===== src/rtl/pc_fetch_unit_if.sv =====
// Bundles the fetch unit's control inputs and IF/ID outputs.
// The master drives redirects, stall and the instruction word; the slave is the fetch unit.
interface pc_fetch_unit_if #(
  parameter int unsigned ADDR_W  = 32,
  parameter int unsigned INSTR_W = 32,
  parameter int unsigned COUNT_W = 16
);
  logic               stall;
  logic               branch_taken;
  logic [ADDR_W-1:0]  branch_target;
  logic               jump;
  logic [ADDR_W-1:0]  jump_target;
  logic               exception;
  logic [INSTR_W-1:0] instr_in;
  logic [ADDR_W-1:0]  pc;
  logic [ADDR_W-1:0]  if_pc;
  logic [INSTR_W-1:0] if_instr;
  logic               if_valid;
  logic               misalign;
  logic [COUNT_W-1:0] fetch_count;

  modport master (
    output stall, branch_taken, branch_target, jump, jump_target, exception, instr_in,
    input  pc, if_pc, if_instr, if_valid, misalign, fetch_count
  );

  modport slave (
    input  stall, branch_taken, branch_target, jump, jump_target, exception, instr_in,
    output pc, if_pc, if_instr, if_valid, misalign, fetch_count
  );
endinterface


===== src/rtl/pc_fetch_unit.sv =====
// Program counter and IF/ID register: sequential/branch/jump/exception next-PC selection,
// stall hold with a one-deep buffered redirect, and optional branch-delay-slot behaviour.
module pc_fetch_unit #(
  parameter int unsigned       ADDR_W       = 32,
  parameter int unsigned       INSTR_W      = 32,
  parameter int unsigned       INSTR_BYTES  = 4,
  parameter logic [ADDR_W-1:0] RESET_VECTOR = '0,
  parameter logic [ADDR_W-1:0] EXC_VECTOR   = ADDR_W'('h180),
  parameter bit                DELAY_SLOT   = 1'b1,
  parameter int unsigned       COUNT_W      = 16
) (
  input logic             i_clk,
  input logic             i_rst_n,
  pc_fetch_unit_if.slave  fetch_bus
);

  localparam logic [ADDR_W-1:0]  AlignMask = ADDR_W'(INSTR_BYTES - 1);
  localparam logic [ADDR_W-1:0]  PcStep    = ADDR_W'(INSTR_BYTES);
  localparam logic [COUNT_W-1:0] CountMax  = '1;

  logic [ADDR_W-1:0]  r_pc;
  logic [ADDR_W-1:0]  r_if_pc;
  logic [INSTR_W-1:0] r_if_instr;
  logic               r_if_valid;
  logic               r_misalign;
  logic [COUNT_W-1:0] r_fetch_count;
  logic               r_pend_valid;
  logic [ADDR_W-1:0]  r_pend_target;
  logic               r_pend_mis;

  logic               w_req;
  logic [ADDR_W-1:0]  w_raw_target;
  logic [ADDR_W-1:0]  w_target;
  logic               w_target_mis;
  logic               w_apply;
  logic [ADDR_W-1:0]  w_apply_target;
  logic               w_apply_mis;
  logic               w_valid_next;

  // Jump wins over a simultaneous taken branch.
  assign w_req          = fetch_bus.jump | fetch_bus.branch_taken;
  assign w_raw_target   = fetch_bus.jump ? fetch_bus.jump_target : fetch_bus.branch_target;
  assign w_target       = w_raw_target & ~AlignMask;
  assign w_target_mis   = |(w_raw_target & AlignMask);

  // A buffered redirect outranks whatever request is live on the unstalling edge.
  assign w_apply        = r_pend_valid | w_req;
  assign w_apply_target = r_pend_valid ? r_pend_target : w_target;
  assign w_apply_mis    = r_pend_valid ? r_pend_mis : w_target_mis;
  assign w_valid_next   = DELAY_SLOT | ~w_apply;

  always_ff @(posedge i_clk or negedge i_rst_n) begin
    if (!i_rst_n) begin
      r_pc          <= RESET_VECTOR;
      r_if_pc       <= '0;
      r_if_instr    <= '0;
      r_if_valid    <= 1'b0;
      r_misalign    <= 1'b0;
      r_fetch_count <= '0;
      r_pend_valid  <= 1'b0;
      r_pend_target <= '0;
      r_pend_mis    <= 1'b0;
    end else if (fetch_bus.exception) begin
      r_pc         <= EXC_VECTOR;
      r_if_valid   <= 1'b0;
      r_misalign   <= 1'b0;
      r_pend_valid <= 1'b0;
    end else if (fetch_bus.stall) begin
      r_misalign <= 1'b0;
      if (w_req && !r_pend_valid) begin
        r_pend_valid  <= 1'b1;
        r_pend_target <= w_target;
        r_pend_mis    <= w_target_mis;
      end
    end else begin
      r_if_pc      <= r_pc;
      r_if_instr   <= fetch_bus.instr_in;
      r_if_valid   <= w_valid_next;
      r_pend_valid <= 1'b0;
      r_pc         <= w_apply ? w_apply_target : r_pc + PcStep;
      r_misalign   <= w_apply & w_apply_mis;
      if (w_valid_next && r_fetch_count != CountMax) begin
        r_fetch_count <= r_fetch_count + 1'b1;
      end
    end
  end

  assign fetch_bus.pc          = r_pc;
  assign fetch_bus.if_pc       = r_if_pc;
  assign fetch_bus.if_instr    = r_if_instr;
  assign fetch_bus.if_valid    = r_if_valid;
  assign fetch_bus.misalign    = r_misalign;
  assign fetch_bus.fetch_count = r_fetch_count;

endmodule


===== src/flat_wrapper.sv =====
// flat-port wrapper written by rule: the top's interface ports become plain ports
module pc_fetch_unit_flat 
#(
  parameter int unsigned       ADDR_W       = 32,
  parameter int unsigned       INSTR_W      = 32,
  parameter int unsigned       INSTR_BYTES  = 4,
  parameter logic [ADDR_W-1:0] RESET_VECTOR = '0,
  parameter logic [ADDR_W-1:0] EXC_VECTOR   = ADDR_W'('h180),
  parameter bit                DELAY_SLOT   = 1'b1,
  parameter int unsigned       COUNT_W      = 16
)
  (i_clk, i_rst_n, fetch_bus_stall, fetch_bus_branch_taken, fetch_bus_branch_target, fetch_bus_jump, fetch_bus_jump_target, fetch_bus_exception, fetch_bus_instr_in, fetch_bus_pc, fetch_bus_if_pc, fetch_bus_if_instr, fetch_bus_if_valid, fetch_bus_misalign, fetch_bus_fetch_count);
  pc_fetch_unit_if #(.ADDR_W(ADDR_W), .INSTR_W(INSTR_W), .COUNT_W(COUNT_W)) fetch_bus_i ();
  input logic i_clk;
  input logic i_rst_n;
  input wire logic [$bits(fetch_bus_i.stall)-1:0] fetch_bus_stall;
  input wire logic [$bits(fetch_bus_i.branch_taken)-1:0] fetch_bus_branch_taken;
  input wire logic [$bits(fetch_bus_i.branch_target)-1:0] fetch_bus_branch_target;
  input wire logic [$bits(fetch_bus_i.jump)-1:0] fetch_bus_jump;
  input wire logic [$bits(fetch_bus_i.jump_target)-1:0] fetch_bus_jump_target;
  input wire logic [$bits(fetch_bus_i.exception)-1:0] fetch_bus_exception;
  input wire logic [$bits(fetch_bus_i.instr_in)-1:0] fetch_bus_instr_in;
  output wire logic [$bits(fetch_bus_i.pc)-1:0] fetch_bus_pc;
  output wire logic [$bits(fetch_bus_i.if_pc)-1:0] fetch_bus_if_pc;
  output wire logic [$bits(fetch_bus_i.if_instr)-1:0] fetch_bus_if_instr;
  output wire logic [$bits(fetch_bus_i.if_valid)-1:0] fetch_bus_if_valid;
  output wire logic [$bits(fetch_bus_i.misalign)-1:0] fetch_bus_misalign;
  output wire logic [$bits(fetch_bus_i.fetch_count)-1:0] fetch_bus_fetch_count;
  assign fetch_bus_i.stall = fetch_bus_stall;
  assign fetch_bus_i.branch_taken = fetch_bus_branch_taken;
  assign fetch_bus_i.branch_target = fetch_bus_branch_target;
  assign fetch_bus_i.jump = fetch_bus_jump;
  assign fetch_bus_i.jump_target = fetch_bus_jump_target;
  assign fetch_bus_i.exception = fetch_bus_exception;
  assign fetch_bus_i.instr_in = fetch_bus_instr_in;
  assign fetch_bus_pc = fetch_bus_i.pc;
  assign fetch_bus_if_pc = fetch_bus_i.if_pc;
  assign fetch_bus_if_instr = fetch_bus_i.if_instr;
  assign fetch_bus_if_valid = fetch_bus_i.if_valid;
  assign fetch_bus_misalign = fetch_bus_i.misalign;
  assign fetch_bus_fetch_count = fetch_bus_i.fetch_count;
  pc_fetch_unit #(.ADDR_W(ADDR_W), .INSTR_W(INSTR_W), .INSTR_BYTES(INSTR_BYTES), .RESET_VECTOR(RESET_VECTOR), .EXC_VECTOR(EXC_VECTOR), .DELAY_SLOT(DELAY_SLOT), .COUNT_W(COUNT_W)) u_core (.i_clk(i_clk), .i_rst_n(i_rst_n), .fetch_bus(fetch_bus_i));
endmodule

===== config.mk =====
export PLATFORM = sky130hd
export DESIGN_NAME = pc_fetch_unit_flat
export DESIGN_NICKNAME = d
export VERILOG_FILES = /design/src/rtl/pc_fetch_unit_if.sv /design/src/rtl/pc_fetch_unit.sv /design/src/flat_wrapper.sv
export SDC_FILE = /design/constraint.sdc
export NUM_CORES = 1
export LEC_CHECK = 0
export ABC_AREA = 1
export CORE_UTILIZATION = 35
export CTS_CLUSTER_SIZE = 24
export DETAILED_ROUTE_END_ITERATION = 6
export PLACE_DENSITY = 0.68
export SLEW_MARGIN = 5
export SYNTH_ARGS = -nofsm -noshare
export SYNTH_HDL_FRONTEND = slang
export SYNTH_SLANG_ARGS = --single-unit

===== constraint.sdc =====
create_clock -name i_clk -period 1.45 [get_ports i_clk]
set_input_delay 0.29 -clock i_clk [delete_from_list [all_inputs] [get_ports i_clk]]
set_output_delay 0.29 -clock i_clk [all_outputs]
set_load 0.03 [all_outputs]

# Yosys cells after proc, flatten, opt, wreduce, memory -nomap -nowiden
# Cells that the tools add are included.
# op_classes
n_reduce_logical,6
n_mux,13
addsub,2
eq_ne,3
bitwise_logic,5
# op_table
cell,n
$mux W32,5
$add A32 B3 Y32 const B,1
$add A16 B1 Y16 const B,1
$ne A16 B16 Y1 const B,1
$mux W1,8
$reduce_and A3 Y1,2
$ne A3 B1 Y1 const B,1
$ne A2 B1 Y1 const B,1
$not A1 Y1,2
$or A1 B1 Y1,2
$reduce_and A2 Y1,1
$reduce_or A2 Y1,1
$and A1 B1 Y1,1
$logic_and A1 B1 Y1,1
$logic_not A1 Y1,1
# totals
regBits,146
output_inout_bits,114

# Logic depth before layout (Yosys ltp)
# Gate-level depths: netlist of run 1.
# depth
word_depth,6
mapped_depth,11

# Worst setup path before layout of run 1
# No wires, ideal clock.
# synth_timing
path_type,register to register
start,register u_core.r_fetch_count[0] (netlist: u_core.fetch_bus.fetch_count[0])
end,register u_core.r_fetch_count[3] (netlist: u_core.fetch_bus.fetch_count[3])
path_slack_ps,-282
period_less_slack_ps,1732
path_stages_with_launch,10
t_arrival_ps,1609
required_time_ps,1327
cell_sequence,dfrtp_1 -> ha_1 -> nand3_2 -> nor3_4 -> nand3_2 -> nand2_4 -> inv_4 -> buf_6 -> nand3_1 -> nand2_1
# synth_between
elab_chain_cells,2
elab_cells_between_ends,3
classes_between,1 x add/sub; 1 x eq/ne; 1 x reduce/logical
# synth_rtl
item,line,text
from (decl),pc_fetch_unit.sv:26,logic [COUNT_W-1:0] r_fetch_count;
from (signal assigned),pc_fetch_unit.sv:83,r_fetch_count <= r_fetch_count + 1'b1;
branches (longest 2 deep; another with $add A16 B1 Y16),--,
# Several ways; the timed one is not identified.
# A chain may end at the register's enable or synchronous reset.

# Final worst setup path of run 1
# layout_timing
start,register u_core.r_fetch_count[8] (netlist: u_core.fetch_bus.fetch_count[8])
end,register u_core.r_fetch_count[12] (netlist: u_core.fetch_bus.fetch_count[12])
# The elaborated chain is that of the path after synthesis.

==> metrics.txt, run 1 <==
post-synth top area share=48.1%; Util after Layout=59.6%; Reg2Reg Depth=10; htree depth=4; routed via count=7609; Skew-Pair Late Insertion Delay=0.42 ns; CTS clk-pin slew, worst paths=0.06 ns; Clock Root Buffer=clkbuf_16; Reg power frac=36.7%; vias in the first global route=6940; #FFs+latches synth=142; ANT cells=0; Final ANT Viol Nets=0; # IOs=216; Residual DRC=0; Final setup viols=15; clock network power share=34.4%; nature of the critical path endpoint=flip-flop; peak supply drop=0.598 mV; Crit Path Class=reg2reg; Leak=5.61 nW; Buffers on Ports=211; CTS tree=built; Tot Pwr=13.5 mW; async set-reset flop share out of synthesis=100%; Final WS setup=-0.113 ns; Die H=147 µm; Via-to-Cell Ratio=4.82; period utilisation layout=108%; post-synthesis sequential area ratio=48.1%; Setup Skew=0.0113 ns; Placed Instances=1518; hpwl dp=17.4 mm; Finished Cell Area=12200 µm²; worst min-delay path category=in2async; setup TNS=-0.566 ns; FF-to-FF setup slack=-0.11 ns; Power Density=1100 nW/µm²; count leader, synth=nand2_1; DR WL/cell=15.1 µm; CTS Sinks=142; Crit Reg-Reg Endpoint=u_core.fetch_bus.fetch_count[12]; hold slack=0.297 ns; Post-Layout Cell Count=1578; global-route wire length before repair=35.9 mm; core area=20500 µm²; largest cells by area after synthesis=dfrtp_1 (48%), nand2_1 (21%), o21ai_0 (4.9%); layout overhead on the synthesized area=65.1%; clock period minus worst slack=1.56 ns; GRT overflow=0; CP Launch Type=flip-flop; CP max FO=4; Psw=4.23 mW; Initial Util=36.1%; final wirelength=23.8 mm; largest area contributor in the netlist=dfrtp_1; proportion of layout cells with a drive suffix above 1=30.0%; Syn. warnings=0; Final nets=1399; largest net degree at the start of global routing=46; Synth Area per Inst=7.53 µm²; initial antenna violation count=0; Arr. time, crit path=1.92 ns; list of most frequent post-synthesis cells=nand2_1 (420), dfrtp_1 (142), nor2_1 (89); status=finished with violations; Yosys cell types=37; die footprint=21700 µm²; Post-synth EDFFs=0; Max Freq=640 MHz; Synth Flop Type=dfrtp_1; WP data required=1.81 ns; combinational group share of total power=29.0%; Slew Viols, Final=0; maxcap violations=0; gpl congestion=0.895; gr usage total=21.1%; Synth Cell Area=7390 µm²; first-pass iteration count of the detailed router=5; failing checks=negative setup slack; final count of hold timing violations=0; unrepaired setup endpoints after global routing=yes; TritonCTS Buffers=17; Switching Share=31.5%; synthesized netlist cell count=981; internal power=9.22 mW; clk buf depth=2; DRT iter0 DRCs=339; row cnt=52; Die X=147 µm; dpl cell area=11000 µm²; Critical R2R Launch=u_core.fetch_bus.fetch_count[8]; pre-CTS WS=-0.333 ns
==> kinds of logic after synthesis <==
family	after synthesis	synth area share, %
buffers and inverters	100	6.91
other	1	0.0507
adder cells (fa/ha/maj)	2	0.339
flip-flops	142	48.1
multiplexers	2	0.271
XOR/XNOR	12	1.42
AND/OR/NAND/NOR	578	32.1
AO/OA/AOI/OAI	144	10.8
==> final cells by class <==
class / instances / area, µm²
Tap cell: 270 / 338
Inverter: 58 / 241
Sequential cell: 142 / 3580
Multi-Input combinational cell: 743 / 3750
Timing Repair inverter: 1 / 11.3
Clock inverter: 14 / 193
Clock buffer: 18 / 429
Fill cell: 1845 / 8290
Timing Repair Buffer: 332 / 3670
==> worst max-delay path: stages, from the launching register on <==
cell and delay [ns]:
dfrtp_1 0.41, inv_1 0.09, buf_4 0.14, nor2_1 0.15
nand2_1 0.12, inv_2 0.09, nand4_1 0.13, buf_4 0.19
nor2_4 0.08, nand2_1 0.05, nand2_1 0.05
==> placed cells by master, fill, tap and decap left out, types with 7 or more instances in the layout <==
cell,netlist,routed
buf_6,9,30
buf_4,10,86
nand2_4,1,9
buf_12,0,69
clkdlybuf4s50_1,0,100
o21ai_1,10,20
dfrtp_1,142,124
a31oi_1,48,48
clkbuf_2,0,26
nor2_4,4,15
inv_1,49,42
nand2_1,420,404
buf_2,16,9
inv_2,5,10
nand3_2,2,11
o21ai_0,73,61
dfrtp_2,0,18
nor2_2,4,22
xor2_1,8,7
nor2_1,89,60
nand2_2,9,17
clkbuf_16,0,17
nand3_1,30,17
==> metal layers <==
metal | share of wire (%) | GRT usage [%] | vias to the layer above
met5 | 0 | 0 | -
met4 | 1.5 | 6.65 | 0
met3 | 6.8 | 3.54 | 25
met2 | 46 | 32.8 | 309
met1 | 46 | 30.0 | 3513
li1 | - | - | 3762
==> what timing repair did <==
action | 4_1_cts | 5_1_grt
endpoints found under the setup margin | 71 | 90
pin swaps | 10 | 39
hold buffers | 1 | 0
endpoints found under the hold margin | 18 | 0
resized for setup | 142 | 159
buffers inserted | 7 | 18
gates cloned | 0 | 2
==> power by group through the flow <==
| stage | Combinational, mW | Sequential [mW] | Clock, mW |
|---|---|---|---|
| floorplan | 0.997 | 5.63 | 0 |
| global placement | 3.69 | 4.96 | 0 |
| detailed placement | 3.73 | 4.98 | 0 |
| CTS | 3.71 | 4.91 | 4.71 |
| global route | 4.17 | 4.99 | 4.89 |
| finish | 3.90 | 4.93 | 4.63 |
==> sequential cells by signal, indices dropped and copies added (netlist names), 16 cells and up <==
register,flops
u_core.r_pend_target,30
u_core.fetch_bus.if_pc,30
u_core.fetch_bus.fetch_count,16
u_core.fetch_bus.pc,30
u_core.fetch_bus.if_instr,32
==> worst max-delay path by stage <==
stage / start / end / slack (ns) / cells past startpoint
floorplan: u_core.fetch_bus.fetch_count[0] / u_core.fetch_bus.fetch_count[3] / -0.09 / 9
global placement: fetch_bus_jump / u_core.fetch_bus.pc[20] / -0.35 / 7
detailed placement: fetch_bus_jump / u_core.fetch_bus.pc[10] / -0.33 / 8
CTS: u_core.fetch_bus.pc[3] / u_core.fetch_bus.pc[26] / -0.08 / 11
global route: u_core.fetch_bus.fetch_count[8] / u_core.fetch_bus.fetch_count[12] / -0.19 / 10
finish: u_core.fetch_bus.fetch_count[8] / u_core.fetch_bus.fetch_count[12] / -0.11 / 10
(Power assumes the default switching activity.)
==> inputs of run 2 (changes only) <==
--- a/config.mk
+++ b/config.mk
@@ -6,11 +6,11 @@
 export NUM_CORES = 1
 export LEC_CHECK = 0
 export ABC_AREA = 1
+export CORE_ASPECT_RATIO = 1.75
 export CORE_UTILIZATION = 35
 export CTS_CLUSTER_SIZE = 24
 export DETAILED_ROUTE_END_ITERATION = 6
 export PLACE_DENSITY = 0.68
-export SLEW_MARGIN = 5
 export SYNTH_ARGS = -nofsm -noshare
 export SYNTH_HDL_FRONTEND = slang
 export SYNTH_SLANG_ARGS = --single-unit
==> run 2 against run 1 <==
Net effect:
- the run ends with design-rule violations, negative setup slack left
- power shrank 0.83%
- sequential share of layout area shrank 0.095 points
- cell count shrank 0.63%
- core utilization shrank 0.60 points
- count of clock-buffer cells in the layout is the same
- clock power is essentially flat
- critical endpoint is now fetch_bus_pc[13]
==> metrics.txt, run 2 (same netlist as run 1, synthesis figures left out) <==
status=finished with violations; failing checks=design-rule violations, negative setup slack; core area=20800 µm² (+1.3%); first-pass iteration count of the detailed router=7 (+2); Util after Layout=59.0% (-0.60 points); dpl cell area=10900 µm² (-1.2%); clock period minus worst slack=1.52 ns (-0.0428 ns); gr usage total=22.4% (+1.3 points); Final nets=1407 (+0.57%); Setup Skew=0.0104 ns (-0.000879 ns); Finished Cell Area=12200 µm² (+0.26%); Power Density=1090 nW/µm² (-1.1%); die footprint=21700 µm² (+0.11%); Crit Reg-Reg Endpoint=u_core.fetch_bus.fetch_count[4]; Worst Setup EP=fetch_bus_pc[13]; Crit path max-delay family=flip-flops; routed via count=7612 (+0.039%); DRT iter0 DRCs=493 (+45%); CP max FO=4 (unchanged); Skew-Pair Late Insertion Delay=0.43 ns (about the same); final wirelength=24.6 mm (+3.6%); pre-CTS WS=-0.487 ns (-0.154 ns); CP Launch Type=flip-flop; hpwl dp=18.1 mm (+4.2%); peak supply drop=0.710 mV (+19%); Critical R2R Launch=u_core.fetch_bus.fetch_count[4]; commonest cells after routing, fill and taps aside=nand2_1 (403), dfrtp_1 (126), clkdlybuf4s50_1 (99), buf_4 (90), nor2_1 (63); Die X=112 µm (-24%); Worst path depth=3 (-7); Leak=5.60 nW (-0.13%); Die H=194 µm (+32%); period utilisation layout=105% (-3.0 points); CTS tree=built; Via-to-Cell Ratio=4.85 (+0.68%); hold slack=0.407 ns (+0.110 ns); gpl congestion=0.922 (+3.1%); final count of hold timing violations=0 (unchanged); Final ANT Viol Nets=0 (unchanged); Largest stage delay, worst path=0.41 ns (about the same); proportion of layout cells with a drive suffix above 1=29.4% (-0.64 points); Tot Pwr=13.3 mW (-0.83%); GRT overflow=0 (unchanged); htree depth=4 (unchanged); Crit Path Class=reg2out; crit path cell chain=buf_4, buf_6, buf_12; unrepaired setup endpoints after global routing=yes; worst min-delay path category=in2async; # IOs=216 (unchanged); Arr. time, crit path=1.23 ns (-0.69 ns); Largest register FFs=32 (unchanged); CTS clk-pin slew, worst paths=0.06 ns (about the same); Slew Viols, Final=0 (unchanged); ANT cells=0 (unchanged); Reg2Reg Depth=8 (-2); nature of the critical path endpoint=primary output; Final WS setup=-0.0701 ns (+0.0428 ns); Initial Util=35.6% (-0.46 points); Residual DRC=19 (+19); initial antenna violation count=0 (unchanged); Slowest cell on crit path=dfrtp_1; most common cell after layout, fill and taps aside=nand2_1; Buffers on Ports=211 (unchanged); global-route wire length before repair=38.0 mm (+5.9%); Fillers=1779 (-3.6%); footprint of the multi-input gates=3730 µm² (-0.40%); Reg area=3570 µm² (about the same); layout overhead on the synthesized area=65.6%; row cnt=70 (+35%); WP buf/inv=3 (-1); FF-to-FF setup slack=-0.07 ns (+0.04 ns); maxcap violations=0 (unchanged); DR WL/cell=15.7 µm (+4.2%); Clock Root Buffer=clkbuf_16; Final setup viols=20 (+5); largest net degree at the start of global routing=42 (-8.7%); CTS Sinks=142 (unchanged); worst setup path startpoint=u_core.fetch_bus.pc[13]; clk buf depth=2 (unchanged); vias in the first global route=7477 (+7.7%); WP data required=1.16 ns (-0.65 ns); TritonCTS Buffers=17 (unchanged); Max Freq=658 MHz (+2.8%)
run 2: layer usage:
layer | up-vias | share of wire [%] | GRT usage, %
met5 | - | 0 | 0
met4 | 0 | 3.9 | 13.1
met3 | 53 | 4.0 | 3.06
met2 | 257 | 55 | 40.8
met1 | 3528 | 37 | 24.4
li1 | 3774 | - | -
run 2: repair_timing:
item                                    in CTS  in global routing
hold buffers                                 1                  0
endpoints found under the hold margin      142                  0
endpoints found under the setup margin     103                 86
pin swaps                                   14                 22
buffers inserted                             8                 13
gates cloned                                 1                  5
gates resized for setup                    233                102
run 2: per-stage QoR:
stage                     setup TNS [ns]  cells
after floorplan                   -0.878    984
after global placement            -33.86   1511
after detailed placement          -35.04   1511
after CTS                         -0.294   1553
after global routing               -3.03   1568
final                             -0.526   1568
run 2: worst min-delay path: cells and delay by family:
kind	cells	cell delay [ns]
buffers and inverters	3	0.90
run 2: worst min-delay path by stage:
stage,to,slack (ns),cells past startpoint
2_1_floorplan,u_core.fetch_bus.fetch_count[0],-0.006,0
3_3_place_gp,u_core.fetch_bus.if_pc[8],0.29,2
3_5_place_dp,u_core.fetch_bus.if_pc[11],0.29,2
4_1_cts,u_core.fetch_bus.if_instr[14],0.39,3
5_1_grt,u_core.fetch_bus.if_instr[14],0.41,3
6_report,u_core.fetch_bus.if_pc[11],0.41,3
run 2: cell type report:
cell class,instances,area share (%)
Tap cell,252,2.58
Timing Repair Buffer,339,30.6
Inverter,58,1.97
Sequential cell,142,29.2
Clock inverter,14,1.56
Multi-Input combinational cell,744,30.5
Clock buffer,18,3.51
Timing Repair inverter,1,0.0716
run 2: power by group:
part,internal [mW],leakage [nW],switching (mW)
Sequential,4.50,1.78,0.415
Combinational,1.75,3.53,2.06
Clock,2.88,0.293,1.73
==> inputs of run 3 (changes only) <==
--- a/config.mk
+++ b/config.mk
@@ -10,6 +10,7 @@
 export CORE_UTILIZATION = 35
 export CTS_CLUSTER_SIZE = 24
 export DETAILED_ROUTE_END_ITERATION = 6
+export GPL_ROUTABILITY_DRIVEN = 0
 export PLACE_DENSITY = 0.68
 export SYNTH_ARGS = -nofsm -noshare
 export SYNTH_HDL_FRONTEND = slang
==> run 3 against run 2 <==
Net effect:
- the flow still finishes with violations (design-rule violations, negative setup slack)
- global-route usage decreased by 0.15 points
- final area decreased by 1.0%
- sequential share of layout area increased by 0.31 points
- critical path depth increased by 9
- cell count about the same
- critical endpoint is now u_core.fetch_bus.pc[21]
- largest power group unchanged
==> metrics.txt, run 3 (same netlist as run 1, synthesis figures left out) <==
Initial Util=35.6% (unchanged); Largest register FFs=32 (unchanged); Die X=112 µm (unchanged); unrepaired setup endpoints after global routing=yes; Skew-Pair Late Insertion Delay=0.42 ns (about the same); Final WS setup=-0.0981 ns (-0.0280 ns); Residual DRC=19 (unchanged); Final setup viols=21 (+5.0%); Buffers on Ports=211 (unchanged); Crit Path Class=reg2reg; DRT iter0 DRCs=487 (-1.2%); final wirelength=24.9 mm (+1.2%); htree depth=4 (unchanged); hpwl dp=18.2 mm (+0.19%); TritonCTS Buffers=17 (unchanged); routed via count=7734 (+1.6%); WP data required=1.76 ns (+0.60 ns); CP max FO=3 (-1); commonest cells after routing, fill and taps aside=nand2_1 (403), dfrtp_1 (126), clkdlybuf4s50_1 (99), buf_4 (97), nor2_1 (62); initial antenna violation count=0 (unchanged); final count of hold timing violations=0 (unchanged); CP Launch Type=flip-flop; Finished Cell Area=12100 µm² (-1.0%); Post-Layout Cell Count=1569 (+0.064%); peak supply drop=0.737 mV (+3.9%); # IOs=216 (unchanged); GRT overflow=0 (unchanged); layout overhead on the synthesized area=63.8%; failing checks=design-rule violations, negative setup slack; maxcap violations=0 (unchanged); clock period minus worst slack=1.55 ns (+0.0280 ns); Max Freq=646 MHz (-1.8%); Final ANT Viol Nets=0 (unchanged); most common cell after layout, fill and taps aside=nand2_1; clk buf depth=2 (unchanged); Via-to-Cell Ratio=4.93 (+1.5%); period utilisation layout=107% (+1.9 points); global-route wire length before repair=38.0 mm (about the same); largest net degree at the start of global routing=47 (+12%); worst min-delay path category=in2async; vias in the first global route=7525 (+0.64%); Final nets=1408 (+0.071%); Setup Skew=0.0129 ns (+0.00247 ns); CTS clk-pin slew, worst paths=0.06 ns (about the same); setup TNS=-0.790 ns (-0.264 ns); die footprint=21700 µm² (unchanged); gr usage total=22.2% (-0.15 points); row cnt=70 (unchanged); Tot Pwr=13.0 mW (-2.6%); nature of the critical path endpoint=flip-flop; Placed Instances=1512 (+0.066%); DR WL/cell=15.9 µm (+1.1%); ANT cells=0 (unchanged); first-pass iteration count of the detailed router=7 (unchanged); CTS tree=built; dpl cell area=10900 µm² (about the same); Leak=5.53 nW (-1.3%); CTS Sinks=142 (unchanged); status=finished with violations; proportion of layout cells with a drive suffix above 1=29.9% (+0.51 points); core area=20800 µm² (unchanged); Slew Viols, Final=0 (unchanged); Clock Root Buffer=clkbuf_16; Die H=194 µm (unchanged); Power Density=1070 nW/µm² (-1.6%); Arr. time, crit path=1.85 ns (+0.62 ns)
## run 3: cell types whose count changed in the layout (fill, tap and decap cells not counted), sizes merged
cell           delta
clkinv            -1
buf               -4
nor2              -1
bufinv            -2
dlygate4sd2       +1
clkinvlp          +1
clkbuf           +21
clkdlybuf4s15    -14
## run 3: timing repair
| item | 4_1_cts | 5_1_grt |
|---|---|---|
| resized for setup | 174 | 149 |
| cloned | 2 | 3 |
| endpoints found under the hold margin | 142 | 0 |
| setup endpoints to repair | 92 | 110 |
| hold buffers | 1 | 0 |
| pin swaps | 11 | 47 |
| buffers inserted | 8 | 13 |
## run 3: final timing paths
check | from | cells past startpoint | endpoint | slack (ns)
worst max-delay path | u_core.fetch_bus.pc[2] | 12 | u_core.fetch_bus.pc[21] | -0.1
worst min-delay path | i_rst_n | 2 | u_core.r_pend_mis | 0.25
worst max register to register | u_core.fetch_bus.pc[2] | 12 | u_core.fetch_bus.pc[21] | -0.1
worst min register to register | u_core.fetch_bus.if_instr[24] | 2 | u_core.fetch_bus.if_instr[24] | 0.47
max in group asynchronous | i_rst_n | 3 | u_core.r_pend_target[27] | 0.63
min in group i_clk | fetch_bus_instr_in[11] | 3 | u_core.fetch_bus.if_instr[11] | 0.41
## run 3: per-layer routing
metal  routed length, µm  share of wire, %  GRT usage, %
met2               13600                55          41.5
met1                9310                37          24.3
met4                1030               4.1          11.6
met3                 964               3.9          2.59
met5                   0                 0             0
## run 3: cell type report
type	instances	area, µm²
Sequential cell	142	3570
Multi-Input combinational cell	743	3760
Timing Repair Buffer	341	3640
Tap cell	252	315
Inverter	58	240
Timing Repair inverter	1	11.3
Clock buffer	20	447
Clock inverter	12	123
Fill cell	1805	8650
## run 3: critical path: stages, from the launching register on
cell and delay (ns):
dfrtp_2 0.43, buf_4 0.14, buf_4 0.13, inv_4 0.05, nor2_4 0.04, buf_4 0.13
buf_4 0.12, nand2_1 0.06, nand2_1 0.04, nand2_1 0.09, nand2_1 0.07, nand2_1 0.06
nand2_1 0.06
## run 3: report_power, final
part	leakage (nW)	internal (mW)	total (mW)	switching, mW
Clock	0.268	2.56	4.27	1.71
Sequential	1.78	4.50	4.90	0.404
Combinational	3.49	1.74	3.82	2.08
## run 3: metrics by stage
stage                     setup slack [ns]  util, %  hold slack [ns]
final                              -0.0981     58.3            0.250
after global routing                -0.176     58.3            0.265
after CTS                          -0.0845     56.6            0.251
after detailed placement            -0.432     52.6            0.110
after global placement              -0.380     52.6            0.113
after floorplan                    -0.0931        -         -0.00559
==> edit 1, RTL diff (config.mk and constraints of run 2) <==
`DELAY_SLOT` is set to 1'b1 in 2 places; all go to 1'b0.
--- a/src/rtl/pc_fetch_unit.sv
+++ b/src/rtl/pc_fetch_unit.sv
@@ -6,7 +6,7 @@
   parameter int unsigned       INSTR_BYTES  = 4,
   parameter logic [ADDR_W-1:0] RESET_VECTOR = '0,
   parameter logic [ADDR_W-1:0] EXC_VECTOR   = ADDR_W'('h180),
-  parameter bit                DELAY_SLOT   = 1'b1,
+  parameter bit                DELAY_SLOT   = 1'b0,
   parameter int unsigned       COUNT_W      = 16
 ) (
   input logic             i_clk,
--- a/src/flat_wrapper.sv
+++ b/src/flat_wrapper.sv
@@ -6,7 +6,7 @@
   parameter int unsigned       INSTR_BYTES  = 4,
   parameter logic [ADDR_W-1:0] RESET_VECTOR = '0,
   parameter logic [ADDR_W-1:0] EXC_VECTOR   = ADDR_W'('h180),
-  parameter bit                DELAY_SLOT   = 1'b1,
+  parameter bit                DELAY_SLOT   = 1'b0,
   parameter int unsigned       COUNT_W      = 16
 )
   (i_clk, i_rst_n, fetch_bus_stall, fetch_bus_branch_taken, fetch_bus_branch_target, fetch_bus_jump, fetch_bus_jump_target, fetch_bus_exception, fetch_bus_instr_in, fetch_bus_pc, fetch_bus_if_pc, fetch_bus_if_instr, fetch_bus_if_valid, fetch_bus_misalign, fetch_bus_fetch_count);
Function: changed (a bounded check fails within 4 cycles, from zero or initial values and one cycle with i_rst_n low).
==> edit 1 against run 2 <==
Design area increased by 1.2%; sequential share of layout area decreased by 0.28 points; wire length increased by 3.1%; the flow finishes with violations (setup timing); sequential cell count unchanged; clock skew increased by 6.7 ps; count of clock-buffer cells in the layout increased by 2; synthesized area decreased by 1.8%; global-route usage increased by 0.77 points; hold slack got worse by 110 ps; total power increased by 0.45%; setup slack got worse by 160 ps.
==> edit 1: results <==
metrics = {
    "status": {
        "outcome": "finished, violations left",
        "violations": "setup timing",
    },
    "synthesis": {
        "syn_inst": 978,
        "synth_cell_type_count": 34,
        "synth_compound_area_share_pct": 10.6,
        "synth.yosys.seq_area_share_pct": 48.9,
        "synthAdderAreaFrac_pct": 0.345,
        "synth_xor_area_share_pct": 2.05,
    },
    "finish": {
        "nFillCells": 1707,
        "clock_cell_area_share_pct": 5.54,
        "multi_input_area_share_pct": 30.0,
        "drive_gt1_share_pct": 32.0,
    },
    "drt": {
        "routedWlPerCell_um": 16.0,
        "drt-met1-wl_um": 9560,
        "drtIter0Drc": 504,
        "num_vias": 7849,
        "wl_met3_um": 1060,
    },
    "sta": {
        "finalHoldWorstSlack_ps": 296,
        "setup_viol": 27,
        "setup_slack_ps": -232,
        "timing.setup.tns_ps": -3100,
        "clock-skew-final_ps": 17.1,
    },
    "placement": {
        "post_dp_cell_area_um2": 10900,
        "routabilityCongestion": 0.910,
        "place_ws_ps": -490,
    },
    "worst_setup_path": {
        "critPathMaxFanout": 3,
        "reg2reg_depth": 11,
    },
    "power_and_ir_drop": {
        "netSwitchingFraction_pct": 29.4,
        "leakage_nw": 5.79,
    },
    "grt": {
        "grt_pass1_wl_um": 38800,
        "grt_usage_pct": 23.2,
        "grt_pass1_vias": 7539,
    },
    "cts": {
        "cts_setup_buffers": 15,
        "cts_resized": 301,
    },
    "die": {
        "die_area_um2": 21300,
    },
}
[edit 1: cell types whose count changed after synthesis, moves of 3 or more]
cell,delta
nor2_1,-6
nand3_1,-7
o21ai_0,+5
nand4_1,+3
nand2_1,+9
buf_4,-6
xor2_1,+6
clkbuf_1,+12
inv_1,+6
buf_6,-7
o21ai_1,-10
inv_4,-3
[edit 1: power by group through the flow]
stage                     clock network [mW]  logic, mW  registers, mW
final                                   5.15       3.42           4.83
after global routing                    5.38       3.67           4.89
after floorplan                            0      0.870           5.46
after CTS                               5.20       3.30           4.81
after detailed placement                   0       3.28           4.88
after global placement                     0       3.24           4.86
[edit 1: worst max-delay path, delay by kind of cell (launching register included)]
family        cells  cell delay, ps
xor+xnor          1             170
buf+inv           3             350
flops             1             410
simple gates      7             620
[edit 1: cells by family (layout without fill, tap and decap cells)]
kind of cell,after synthesis,count (layout)
xor+xnor,17,17
other cells,1,4
compound gates,140,140
buf+inv,102,456
flops,142,142
simple gates,572,573
fa+ha+maj,2,2
mux,2,2
==> edit 2, RTL diff (flow settings as in run 2) <==
Made on the original files. Make the reset (`i_rst_n`) synchronous in one clocked block.
--- a/src/rtl/pc_fetch_unit.sv
+++ b/src/rtl/pc_fetch_unit.sv
@@ -49,7 +49,7 @@
   assign w_apply_mis    = r_pend_valid ? r_pend_mis : w_target_mis;
   assign w_valid_next   = DELAY_SLOT | ~w_apply;
 
-  always_ff @(posedge i_clk or negedge i_rst_n) begin
+  always_ff @(posedge i_clk) begin
     if (!i_rst_n) begin
       r_pc          <= RESET_VECTOR;
       r_if_pc       <= '0;
Behaviour: differs if i_rst_n is asserted again (counterexample within 4 cycles, from zero or initial values and one cycle with i_rst_n low); with i_rst_n held inactive, the same outputs for 4 cycles.
==> edit 2 against run 2 <==
Sequential cell count grew 4; synthesized area decreased by 3.3%; clock skew barely moved; wire length up 3.9%; non-clock buffer count fell by 19; setup slack better by 79 ps; synthesized cell count rose by 7.5%; first-iteration DRC count down 16%; total power fell by 21%; critical path depth is 6 higher; design area fell by 8.6%.
==> edit 2: results <==
metrics = {
    "grt": {
        "grt_usage_pct": 24.7,
        "grt_pass1_wl_um": 39000,
        "grt_pass1_vias": 7770,
        "grt_start_max_net_pins": 57,
        "antenna_found_initial": 0,
        "met1_usage_pct": 24.1,
        "grt_use_met3_pct": 5.08,
        "grt.met2_usage_pct": 45.3,
    },
    "cts": {
        "h-tree-depth": 4,
        "ctsLongestPathBuffers": 2,
        "clockRootBuffer": "clkbuf_16",
        "clock_latency_ps": 430,
        "ctsHoldBuffers": 0,
        "cts_setup_buffers": 1,
        "cts_resized": 197,
        "clkTransAtPathRegs_ps": 60,
    },
    "synthesis": {
        "synth_cell_type_count": 37,
        "yosysWarnings": 0,
        "synth_ff_type": "dfxtp_1",
        "synthTopCellsByArea": "dfxtp_1 (41%), nand2_1 (15%), nor2_1 (8.8%)",
        "syn_inst": 1055,
        "synth_commonest_cells": "nand2_1 (284), nor2_1 (167), dfxtp_1 (146), o21ai_0 (119), a21oi_1 (88)",
        "synth.yosys.seq_area_share_pct": 40.9,
        "async_reset_ff_share_pct": 0,
        "syn_nets": 1159,
    },
    "drt": {
        "highest_layer": "met4",
        "drtIter0Drc": 413,
        "firstDrtPassIters": 5,
        "drc": 0,
        "wl_met3_um": 1500,
        "drt-vias-per-instance": 5.03,
        "totalWireLength_um": 25600,
        "met2WireLength_um": 13600,
        "routedWlPerCell_um": 16.0,
        "drt-met1-wl_um": 8990,
    },
    "worst_setup_path": {
        "crit_path_top_delay_cell": "dfxtp_4",
        "critPathMaxFanout": 5,
        "crit_path_max_incr_delay_ps": 370,
        "arrival_ps": 1800,
        "crit_family": "simple AND/OR/NAND/NOR gates",
    },
    "status": {
        "outcome": "complete, no violations",
    },
    "power_and_ir_drop": {
        "cell_internal_pwr_mw": 7.55,
        "leakage_nw": 4.72,
        "p_clk_mw": 4.19,
        "powerComb_mw": 2.05,
        "irDropWorstVdd_uv": 728,
    },
    "sta": {
        "setup_viol": 0,
        "maxSlewHeadroom_pct": 66.5,
        "clock-skew-final_ps": 10.1,
    },
    "min_path": {
        "hold_class": "input pin to register",
    },
    "placement": {
        "routabilityCongestion": 0.902,
        "post_dp_cell_area_um2": 10600,
        "port_buffers": 215,
        "dp_cells": 1556,
        "hpwl_um": 19200,
    },
    "finish": {
        "nNetsFinal": 1443,
        "drive_gt1_share_pct": 25.4,
        "antenna_cells": 0,
    },
}
==> edit 2: cell count changes in the layout (fill, tap and decap cells not counted), sizes merged, moves of 5 or more <==
cell and delta:
dfrtp -142, a31oi -44, o211ai +6, clkbuf +24, nand3 +9, nand2 -138
nor2 +84, o21ai +35, inv +5, a21oi +89, dfxtp +146, a22oi +6
buf -27, clkdlybuf4s15 -14
==> edit 2: through the flow <==
| step | setup WS [ps] | power (mW) |
|---|---|---|
| after detailed placement | -520 | 6.55 |
| final | 9.16 | 10.6 |
| after global placement | -477 | 6.53 |
| after floorplan | 12.9 | 5.37 |
| after CTS | 1.14 | 10.7 |
| after global routing | -55.1 | 11.0 |
==> edit 2: logic make-up (layout without fill, tap and decap cells) <==
logic type,after synthesis,in the layout,share of synthesized area [%]
flip-flops,146,146,40.9
XOR/XNOR,14,14,1.72
AO/OA/AOI/OAI,240,240,18.3
AND/OR/NAND/NOR,532,532,31.3
adder cells (fa/ha/maj),2,2,0.350
buffers and inverters,121,418,7.41
==> edit 2: cell type report <==
class / count / area, um2
inverters: 64 / 248
multi-input cells: 788 / 3790
fillers: 1847 / 8640
flip-flops and latches: 146 / 2990
clock buffers: 19 / 443
well taps: 245 / 307
clock inverters: 13 / 113
repair inverters: 2 / 10.0
repair buffers: 320 / 3280
==> edit 2: worst paths after layout <==
check	slack (ps)	cells past startpoint	to	start
worst min register to register	460	2	u_core.r_pend_target[15]	u_core.r_pend_target[15]
worst min-delay path	390	4	u_core.fetch_bus.fetch_count[3]	i_rst_n
worst max-delay path	9	9	u_core.fetch_bus.pc[29]	u_core.fetch_bus.pc[2]
worst max register to register	9	9	u_core.fetch_bus.pc[29]	u_core.fetch_bus.pc[2]
